<file path="config.mk">
export PLATFORM = sky130hd
export DESIGN_NAME = regfile_write_arbiter_flat
export DESIGN_NICKNAME = d
export VERILOG_FILES = /design/src/rtl/regfile_write_arbiter_if.sv /design/src/rtl/regfile_write_arbiter.sv /design/src/flat_wrapper.sv
export SDC_FILE = /design/constraint.sdc
export NUM_CORES = 1
export LEC_CHECK = 0
export CAP_MARGIN = 20
export CORE_MARGIN = 4
export CORE_UTILIZATION = 41
export DETAILED_ROUTE_END_ITERATION = 12
export PLACE_DENSITY = 0.95
export SYNTH_ARGS = -nofsm -noshare
export SYNTH_HDL_FRONTEND = slang
export SYNTH_SLANG_ARGS = --single-unit
</file>
<file path="constraint.sdc">
create_clock -name clk -period 8 [get_ports clk]
set_clock_uncertainty 0.15 [all_clocks]
set_input_delay 1.6 -clock clk [delete_from_list [all_inputs] [get_ports clk]]
set_output_delay 1.6 -clock clk [all_outputs]
set_load 0.02 [all_outputs]
</file>
<file path="src/rtl/regfile_write_arbiter_if.sv">
// Bundle between the three write-back requesters, the register-file read
// port, and the write arbiter.
interface regfile_write_arbiter_if #(
  parameter int DATA_W = 32,
  parameter int ADDR_W = 5
);
  logic [2:0]          req_valid;
  logic [2:0]          req_ready;
  logic [3*ADDR_W-1:0] req_reg;
  logic [3*DATA_W-1:0] req_data;
  logic                lock;
  logic                reg_write;
  logic [ADDR_W-1:0]   write_reg;
  logic [DATA_W-1:0]   write_data;
  logic [ADDR_W-1:0]   read_reg1;
  logic [ADDR_W-1:0]   read_reg2;
  logic                fwd1_hit;
  logic                fwd2_hit;
  logic [7:0]          drop_cnt;

  modport master (
    output req_valid, req_reg, req_data, lock, read_reg1, read_reg2,
    input  req_ready, reg_write, write_reg, write_data, fwd1_hit, fwd2_hit, drop_cnt
  );

  modport slave (
    input  req_valid, req_reg, req_data, lock, read_reg1, read_reg2,
    output req_ready, reg_write, write_reg, write_data, fwd1_hit, fwd2_hit, drop_cnt
  );
endinterface

</file>
<file path="src/rtl/regfile_write_arbiter.sv">
// Round-robin arbiter merging three write-back requesters into one registered
// register-file write port, with r0 writes dropped and counted, plus forwarding.
module regfile_write_arbiter #(
  parameter int DATA_W = 32,
  parameter int ADDR_W = 5
) (
  input  logic                    clk,
  input  logic                    rst,
  regfile_write_arbiter_if.slave  bus
);

  logic [1:0]        rr_ptr;
  logic [1:0]        idx0, idx1, idx2;
  logic [1:0]        grant_idx;
  logic [2:0]        grant;
  logic              xfer;
  logic [ADDR_W-1:0] sel_reg;
  logic [DATA_W-1:0] sel_data;

  logic              vld_p1;
  logic [ADDR_W-1:0] write_reg_p1;
  logic [DATA_W-1:0] write_data_p1;
  logic [7:0]        drop_cnt_q;

  function automatic logic [1:0] wrap_inc(input logic [1:0] i);
    return (i >= 2'd2) ? 2'd0 : i + 2'd1;
  endfunction

  function automatic logic [7:0] sat_inc8(input logic [7:0] v);
    return (v == 8'hFF) ? v : v + 8'd1;
  endfunction

  // Search order starts at the pointer; the unreachable code 3 folds onto 0.
  always_comb begin
    idx0 = (rr_ptr == 2'd3) ? 2'd0 : rr_ptr;
    idx1 = wrap_inc(idx0);
    idx2 = wrap_inc(idx1);
  end

  always_comb begin
    grant     = 3'b000;
    grant_idx = 2'd0;
    if (!rst && !bus.lock) begin
      if (bus.req_valid[idx0]) begin
        grant_idx   = idx0;
        grant[idx0] = 1'b1;
      end else if (bus.req_valid[idx1]) begin
        grant_idx   = idx1;
        grant[idx1] = 1'b1;
      end else if (bus.req_valid[idx2]) begin
        grant_idx   = idx2;
        grant[idx2] = 1'b1;
      end
    end
  end

  // Grants are only raised on valid requesters, so any grant is a transfer.
  assign xfer = |grant;

  always_comb begin
    case (grant_idx)
      2'd1: begin
        sel_reg  = bus.req_reg[ADDR_W +: ADDR_W];
        sel_data = bus.req_data[DATA_W +: DATA_W];
      end
      2'd2: begin
        sel_reg  = bus.req_reg[2*ADDR_W +: ADDR_W];
        sel_data = bus.req_data[2*DATA_W +: DATA_W];
      end
      default: begin
        sel_reg  = bus.req_reg[0 +: ADDR_W];
        sel_data = bus.req_data[0 +: DATA_W];
      end
    endcase
  end

  // Stage p0 -> p1: register the granted write or count a dropped r0 write.
  always_ff @(posedge clk) begin
    if (rst) begin
      rr_ptr        <= 2'd0;
      vld_p1        <= 1'b0;
      write_reg_p1  <= '0;
      write_data_p1 <= '0;
      drop_cnt_q    <= 8'd0;
    end else begin
      vld_p1 <= 1'b0;
      if (xfer) begin
        rr_ptr <= wrap_inc(grant_idx);
        if (sel_reg != '0) begin
          vld_p1        <= 1'b1;
          write_reg_p1  <= sel_reg;
          write_data_p1 <= sel_data;
        end else begin
          drop_cnt_q <= sat_inc8(drop_cnt_q);
        end
      end
    end
  end

  assign bus.req_ready  = grant;
  assign bus.reg_write  = vld_p1;
  assign bus.write_reg  = write_reg_p1;
  assign bus.write_data = write_data_p1;
  assign bus.drop_cnt   = drop_cnt_q;

  assign bus.fwd1_hit = !rst && vld_p1 && (bus.read_reg1 == write_reg_p1) && (bus.read_reg1 != '0);
  assign bus.fwd2_hit = !rst && vld_p1 && (bus.read_reg2 == write_reg_p1) && (bus.read_reg2 != '0);

endmodule

</file>
<file path="src/flat_wrapper.sv">
// flat-port wrapper written by rule: the top's interface ports become plain ports
module regfile_write_arbiter_flat 
#(
  parameter int DATA_W = 32,
  parameter int ADDR_W = 5
)
  (clk, rst, bus_req_valid, bus_req_reg, bus_req_data, bus_lock, bus_read_reg1, bus_read_reg2, bus_req_ready, bus_reg_write, bus_write_reg, bus_write_data, bus_fwd1_hit, bus_fwd2_hit, bus_drop_cnt);
  regfile_write_arbiter_if #(.DATA_W(DATA_W), .ADDR_W(ADDR_W)) bus_i ();
  input  logic clk;
  input  logic rst;
  input wire logic [$bits(bus_i.req_valid)-1:0] bus_req_valid;
  input wire logic [$bits(bus_i.req_reg)-1:0] bus_req_reg;
  input wire logic [$bits(bus_i.req_data)-1:0] bus_req_data;
  input wire logic [$bits(bus_i.lock)-1:0] bus_lock;
  input wire logic [$bits(bus_i.read_reg1)-1:0] bus_read_reg1;
  input wire logic [$bits(bus_i.read_reg2)-1:0] bus_read_reg2;
  output wire logic [$bits(bus_i.req_ready)-1:0] bus_req_ready;
  output wire logic [$bits(bus_i.reg_write)-1:0] bus_reg_write;
  output wire logic [$bits(bus_i.write_reg)-1:0] bus_write_reg;
  output wire logic [$bits(bus_i.write_data)-1:0] bus_write_data;
  output wire logic [$bits(bus_i.fwd1_hit)-1:0] bus_fwd1_hit;
  output wire logic [$bits(bus_i.fwd2_hit)-1:0] bus_fwd2_hit;
  output wire logic [$bits(bus_i.drop_cnt)-1:0] bus_drop_cnt;
  assign bus_i.req_valid = bus_req_valid;
  assign bus_i.req_reg = bus_req_reg;
  assign bus_i.req_data = bus_req_data;
  assign bus_i.lock = bus_lock;
  assign bus_i.read_reg1 = bus_read_reg1;
  assign bus_i.read_reg2 = bus_read_reg2;
  assign bus_req_ready = bus_i.req_ready;
  assign bus_reg_write = bus_i.reg_write;
  assign bus_write_reg = bus_i.write_reg;
  assign bus_write_data = bus_i.write_data;
  assign bus_fwd1_hit = bus_i.fwd1_hit;
  assign bus_fwd2_hit = bus_i.fwd2_hit;
  assign bus_drop_cnt = bus_i.drop_cnt;
  regfile_write_arbiter #(.DATA_W(DATA_W), .ADDR_W(ADDR_W)) u_core (.clk(clk), .rst(rst), .bus(bus_i));
endmodule
</file>
==> results of run 1 <==
## logic make-up after synthesis
kind of cell | count (synthesis) | synth area share, %
fa+ha+maj | 8 | 3.282
simple gates | 130 | 20.88
flops | 48 | 31.50
mux | 2 | 0.6973
compound gates | 173 | 34.62
buf+inv | 48 | 6.727
xor+xnor | 8 | 2.297
## power by group
group | switching, uW | leakage [uW] | internal (uW)
logic | 130 | 0.00126 | 135
registers | 15.3 | 0.000391 | 258
clock network | 77.4 | 0.0000424 | 62.5
## final timing paths
| path | from | endpoint | slack (ns) |
|---|---|---|---|
| hold reg to reg | u_core.bus.write_data[26]$_SDFFE_PP0P_ | u_core.bus.write_data[26]$_SDFFE_PP0P_ | 0.33 |
| hold / removal | u_core.bus.write_data[26]$_SDFFE_PP0P_ | u_core.bus.write_data[26]$_SDFFE_PP0P_ | 0.33 |
| setup reg to reg | u_core.rr_ptr[0]$_SDFFE_PP0P_ | u_core.bus.drop_cnt[7]$_SDFFE_PP0P_ | 3.52 |
| setup / recovery | bus_req_valid[2] | u_core.bus.drop_cnt[7]$_SDFFE_PP0P_ | 2.48 |
## placed cells by master (no fill, tap or decap), drive strengths merged, types with 7 or more instances in the layout
cell type / n
nor2b: 8
clkbuf: 7
a21oi: 46
buf: 7
nand2: 47
a22oi: 33
nand3: 38
o21ai: 68
clkdlybuf4s50: 176
xnor2: 8
ha: 8
inv: 8
nor3: 7
dfxtp: 48
nor2: 9
## per-stage QoR
stage / setup WS, ns / utilization [%] / total power, uW / cell area, um^2
final: 2.485 / 68.21 / 679.1 / 4947
after global routing: 2.098 / 68.21 / 716.5 / 4947
after CTS: 2.119 / 67.55 / 677.9 / 4900
after detailed placement: 1.826 / 66.38 / 540.2 / 4815
after global placement: 2.057 / 66.38 / 531.4 / 4815
after floorplan: 3.320 / - / 410.8 / 3050
## per-layer routing
metal | vias to the layer above | track usage, % | wire (um) | share of wire [%]
met3 | 21 | 5.208 | 1047 | 9.7
met5 | - | 0 | 0 | 0
li1 | 1834 | - | - | -
met1 | 1696 | 25.38 | 4061 | 38
met4 | 0 | 6.258 | 244 | 2.3
met2 | 174 | 42.49 | 5450 | 50
## tightest hold or removal path: stages (launching register included)
cell     delay (ns)
dfxtp_1        0.32
o21ai_1        0.06
a21oi_1        0.06
## layout make-up
type	instances	area (um^2)
Clock buffer	7	76.32
Tap cell	99	123.9
Timing Repair Buffer	183	1844
Sequential cell	48	960.9
Multi-Input combinational cell	321	1903
Clock inverter	1	8.758
Inverter	8	30.03
Fill cell	604	2306
==> results.yml, run 1 <==
critical_path:
  cp_data_arrival_time_ns: 5.58
  crit_cells: 14
  worstSetupPathType: "in2reg"
  crit_family: "simple AND/OR/NAND/NOR gates"
  crit_path_cell_trace: "clkdlybuf4s50_1 -> nor4_1 -> nor2_1 -> nor2_1 -> a21oi_1 -> nor3_1 -> ha_2 -> buf_12 -> a221oi_1 -> o22ai_1 -> or4_1 -> nor2_4 -> or4b_1 -> a21oi_1"
  slowest_delay_ns: 0.68
  cp_num_buf_inv: 2
  reg2reg_depth: 15
  start_kind: "primary input"
  worstPathRequired_ns: 8.06
  path_max_fanout: 72
  crit_path_end_kind: "flop"
  crit_path_top_delay_cell: "or4_1"
sta:
  rsz0062_at_grt: "no"
  setup_viol: 0
  maxSlewViolCount: 0
  max_slew_margin_pct: 41.37
  tightest_slew_ns: 0.8746
  hold_violations: 0
  min_period_ns: 5.515
  fin_crit_sh_pct: 68.94
  fin_setup_tns_ns: 0
  worst_hold_slack_ns: 0.3326
  fmaxAchievable_mhz: 181.3
floorplanning:
  fp.dieW_um: 94.26
  io_pins: 178
  core_area_mm2: 0.007253
  design.die.area_mm2: 0.008884
  core.rowCount: 31
  die_y_um: 94.26
  initial_core_util_pct: 42.06
synth:
  syn-num-nets: 552
  ys.flop_type: "dfxtp_1"
  ys_warn_count: 0
  synth_seq_area_share_pct: 31.50
  synth_area_mm2: 0.003050
  synth_top_area_cell: "dfxtp_1"
  synth.most_common_cell: "dfxtp_1"
  synth_common_cells: "dfxtp_1 (48), nand2_1 (47), a21oi_1 (46), nand3_1 (38), o21ai_1 (36)"
  ys_types: 49
  ys_ff_latch: 48
  async_reset_ff_share_pct: 0
  ys_top_cells_by_area: "dfxtp_1 (32%), a22oi_1 (8.1%), a21oi_1 (7.5%), nand3_1 (6.2%), o21ai_1 (5.9%)"
  syn_inst: 417
  synth_area_per_cell_um2: 7.315
  yosys.area.top_type_share_pct: 31.50
  synth_edf_count: 0
global_routing:
  grt_max_degree: 75
  grt_antenna_before_repair: 0
  grt_pass1_wl_um: 16430
  grt_use_total_pct: 22.69
  grt_overflow: 0
  grt_pass1_vias: 3631
clocking:
  clkTransAtPathRegs_ns: 0.09
  htreeDepth: 2
  cts_buffer_depth: 2
  root_buffer: "clkbuf_8"
  clk_latency_ns: 0.29
  ctsResizeCount: 0
  cts.sinks: 48
  numCtsBuffers: 5
  cts_tree: "built"
  cts_hold_buf: 0
  post-cts-setup-buffers: 0
placed_design:
  numPortBuffers: 177
  gp_congestion: 0.8319
  placedCellCount: 657
  dpl.hpwl_um: 8128
layout:
  instances_no_fill: 667
  largest_reg_flops: 32
  drive_gt1_share_pct: 3.697
  area_growth_pct: 62.18
  diodes: 0
  nets: 702
detailed_routing:
  wl_per_cell_um: 16.20
  drcViolationCount: 0
  dr.first_iter.drc_count: 167
  firstDrtPassIters: 4
  drtAntennaViolNets: 0
  vias: 3725
  via_per_inst: 5.585
  routed_wl_um: 10800
power_and_ir_drop:
  powerDensity_mw_per_mm2: 137.3
  ir_drop_uv: 80.48
  power_leakage_uw: 0.001693
job:
  maxCapViolCount: 0
run_status:
  status: "finished, final reports clean"
worst_hold_path:
  min_path_type: "reg2reg"
  holdPathStages: 2
Power figures use the tool's default switching activity.
==> run 2, diff against run 1 <==
CORE_UTILIZATION = 38   (was 41)
PLACE_DENSITY = 0.92   (was 0.95)
clock period = 5.7 ns   (was 8 ns; I/O delays follow)
==> results.yml, run 2 (synthesis gave the netlist of run 1 again) <==
critical_path:
  worst-r2r-setup-slack_ns: 1.25
  start_kind: "primary input"
  cp_data_arrival_time_ns: 5.14
  worstPathRequired_ns: 5.78
  path_max_fanout: 25
  worstSetupPathType: "in2reg"
  crit_path_end_kind: "flop"
sta:
  tightest_slew_ns: 0.8332
  hold_violations: 0
  fmaxAchievable_mhz: 197.6
  maxSlewViolCount: 0
  worst_hold_slack_ns: 0.3269
  fin_setup_tns_ns: 0
  setup_viol: 0
  min_period_ns: 5.061
  fin_crit_sh_pct: 88.78
  fin_ws_ns: 0.6395
  rsz0062_at_grt: "no"
  max_slew_margin_pct: 44.15
floorplanning:
  initial_core_util_pct: 39.27
  core_area_mm2: 0.007767
  fp.dieW_um: 97.60
  io_pins: 178
  die_y_um: 97.60
  core.rowCount: 32
  design.die.area_mm2: 0.009525
layout:
  largest_reg_flops: 32
  drive_gt1_share_pct: 4.378
  area_growth_pct: 62.26
  diodes: 0
  seqCellArea_um2: 960.9
  multi_input_area_mm2: 0.001903
  fin_area_mm2: 0.004950
  instances_no_fill: 673
  final_common_cell: "clkdlybuf4s50_1"
  n_fill_cell: 679
  nets: 705
  final_cell_mix: "clkdlybuf4s50_1 (176), dfxtp_1 (48), nand2_1 (47), a21oi_1 (46), nand3_1 (38)"
detailed_routing:
  drcViolationCount: 0
  via_per_inst: 5.578
  vias: 3754
  firstDrtPassIters: 7
  dr.first_iter.drc_count: 168
  wl_per_cell_um: 16.15
  drt-met1-wl_um: 4200
  top_layer_used: "met4"
  routed_wl_um: 10870
  wl_met3_um: 826
  drtAntennaViolNets: 0
  wl_met2_um: 5607
clocking:
  cts.sinks: 48
  clkTransAtPathRegs_ns: 0.09
  clk_latency_ns: 0.29
  htreeDepth: 2
  post-cts-setup-buffers: 0
  ctsResizeCount: 0
  cts_buffer_depth: 2
  cts_tree: "built"
  root_buffer: "clkbuf_8"
  cts_hold_buf: 0
  numCtsBuffers: 5
placed_design:
  placedCellCount: 665
  post_dp_cell_area_mm2: 0.004856
  gp_congestion: 0.8433
  dpl.hpwl_um: 8441
  post-place-ws_ns: 0.4460
  numPortBuffers: 177
run_status:
  status: "finished, final reports clean"
global_routing:
  grt_pass1_wl_um: 17440
  grt_antenna_before_repair: 0
  grt_pass1_vias: 3770
  grt_max_degree: 51
  grt_overflow: 0
  grt_use_total_pct: 21.63
job:
  maxCapViolCount: 0
power_and_ir_drop:
  powerDensity_mw_per_mm2: 194.9
  power_leakage_uw: 0.001693
  ir_drop_uv: 101.0
worst_hold_path:
  min_path_type: "reg2reg"
[run 2: worst max-delay path: stages]
cell             delay [ns]
clkdlybuf4s50_1        0.58
nand2_1                0.09
nor4_1                 0.30
nor2_1                 0.07
nor2_1                 0.11
a21oi_1                0.06
nor3_1                 0.24
ha_2                   0.48
a221oi_1               0.41
o22ai_1                0.19
or4_1                  0.68
nor2_4                 0.19
or4b_1                 0.44
a21oi_1                0.15
[run 2: layout make-up]
type                    instances  area share, %
clock inverters                 1         0.1517
flip-flops and latches         48          19.41
inverters                       8         0.6067
clock buffers                   7          1.744
repair buffers                186          37.06
well taps                     102          2.578
multi-input cells             321          38.45
[run 2: per-layer routing]
| metal | global-route usage (%) | vias to the layer above |
|---|---|---|
| li1 | - | 1843 |
| met1 | 23.92 | 1705 |
| met2 | 40.54 | 185 |
| met3 | 4.953 | 21 |
| met4 | 6.816 | 0 |
| met5 | 0 | - |
[run 2: path summary, 6_finish.rpt]
kind,startpoint,cells past startpoint,end
max,bus_req_valid[1],14,u_core.bus.drop_cnt[7]$_SDFFE_PP0P_
max reg2reg,u_core.rr_ptr[0]$_SDFFE_PP0P_,14,u_core.bus.drop_cnt[7]$_SDFFE_PP0P_
min,u_core.rr_ptr[1]$_SDFFE_PP0P_,2,u_core.rr_ptr[1]$_SDFFE_PP0P_
min reg2reg,u_core.rr_ptr[1]$_SDFFE_PP0P_,2,u_core.rr_ptr[1]$_SDFFE_PP0P_
[run 2: power breakdown]
group / internal, uW / switching (uW) / total [uW]
combinational: 189 / 181 / 371
clock: 98.7 / 111 / 210
sequential: 363 / 21.7 / 384
total: 651 / 314 / 965
[run 2: through the flow]
step	total power (uW)	utilization [%]
6_report	964.7	63.72
5_1_grt	1018	63.72
4_1_cts	969.5	63.72
3_5_place_dp	762.2	62.52
3_3_place_gp	751.3	62.52
2_1_floorplan	576.6	-
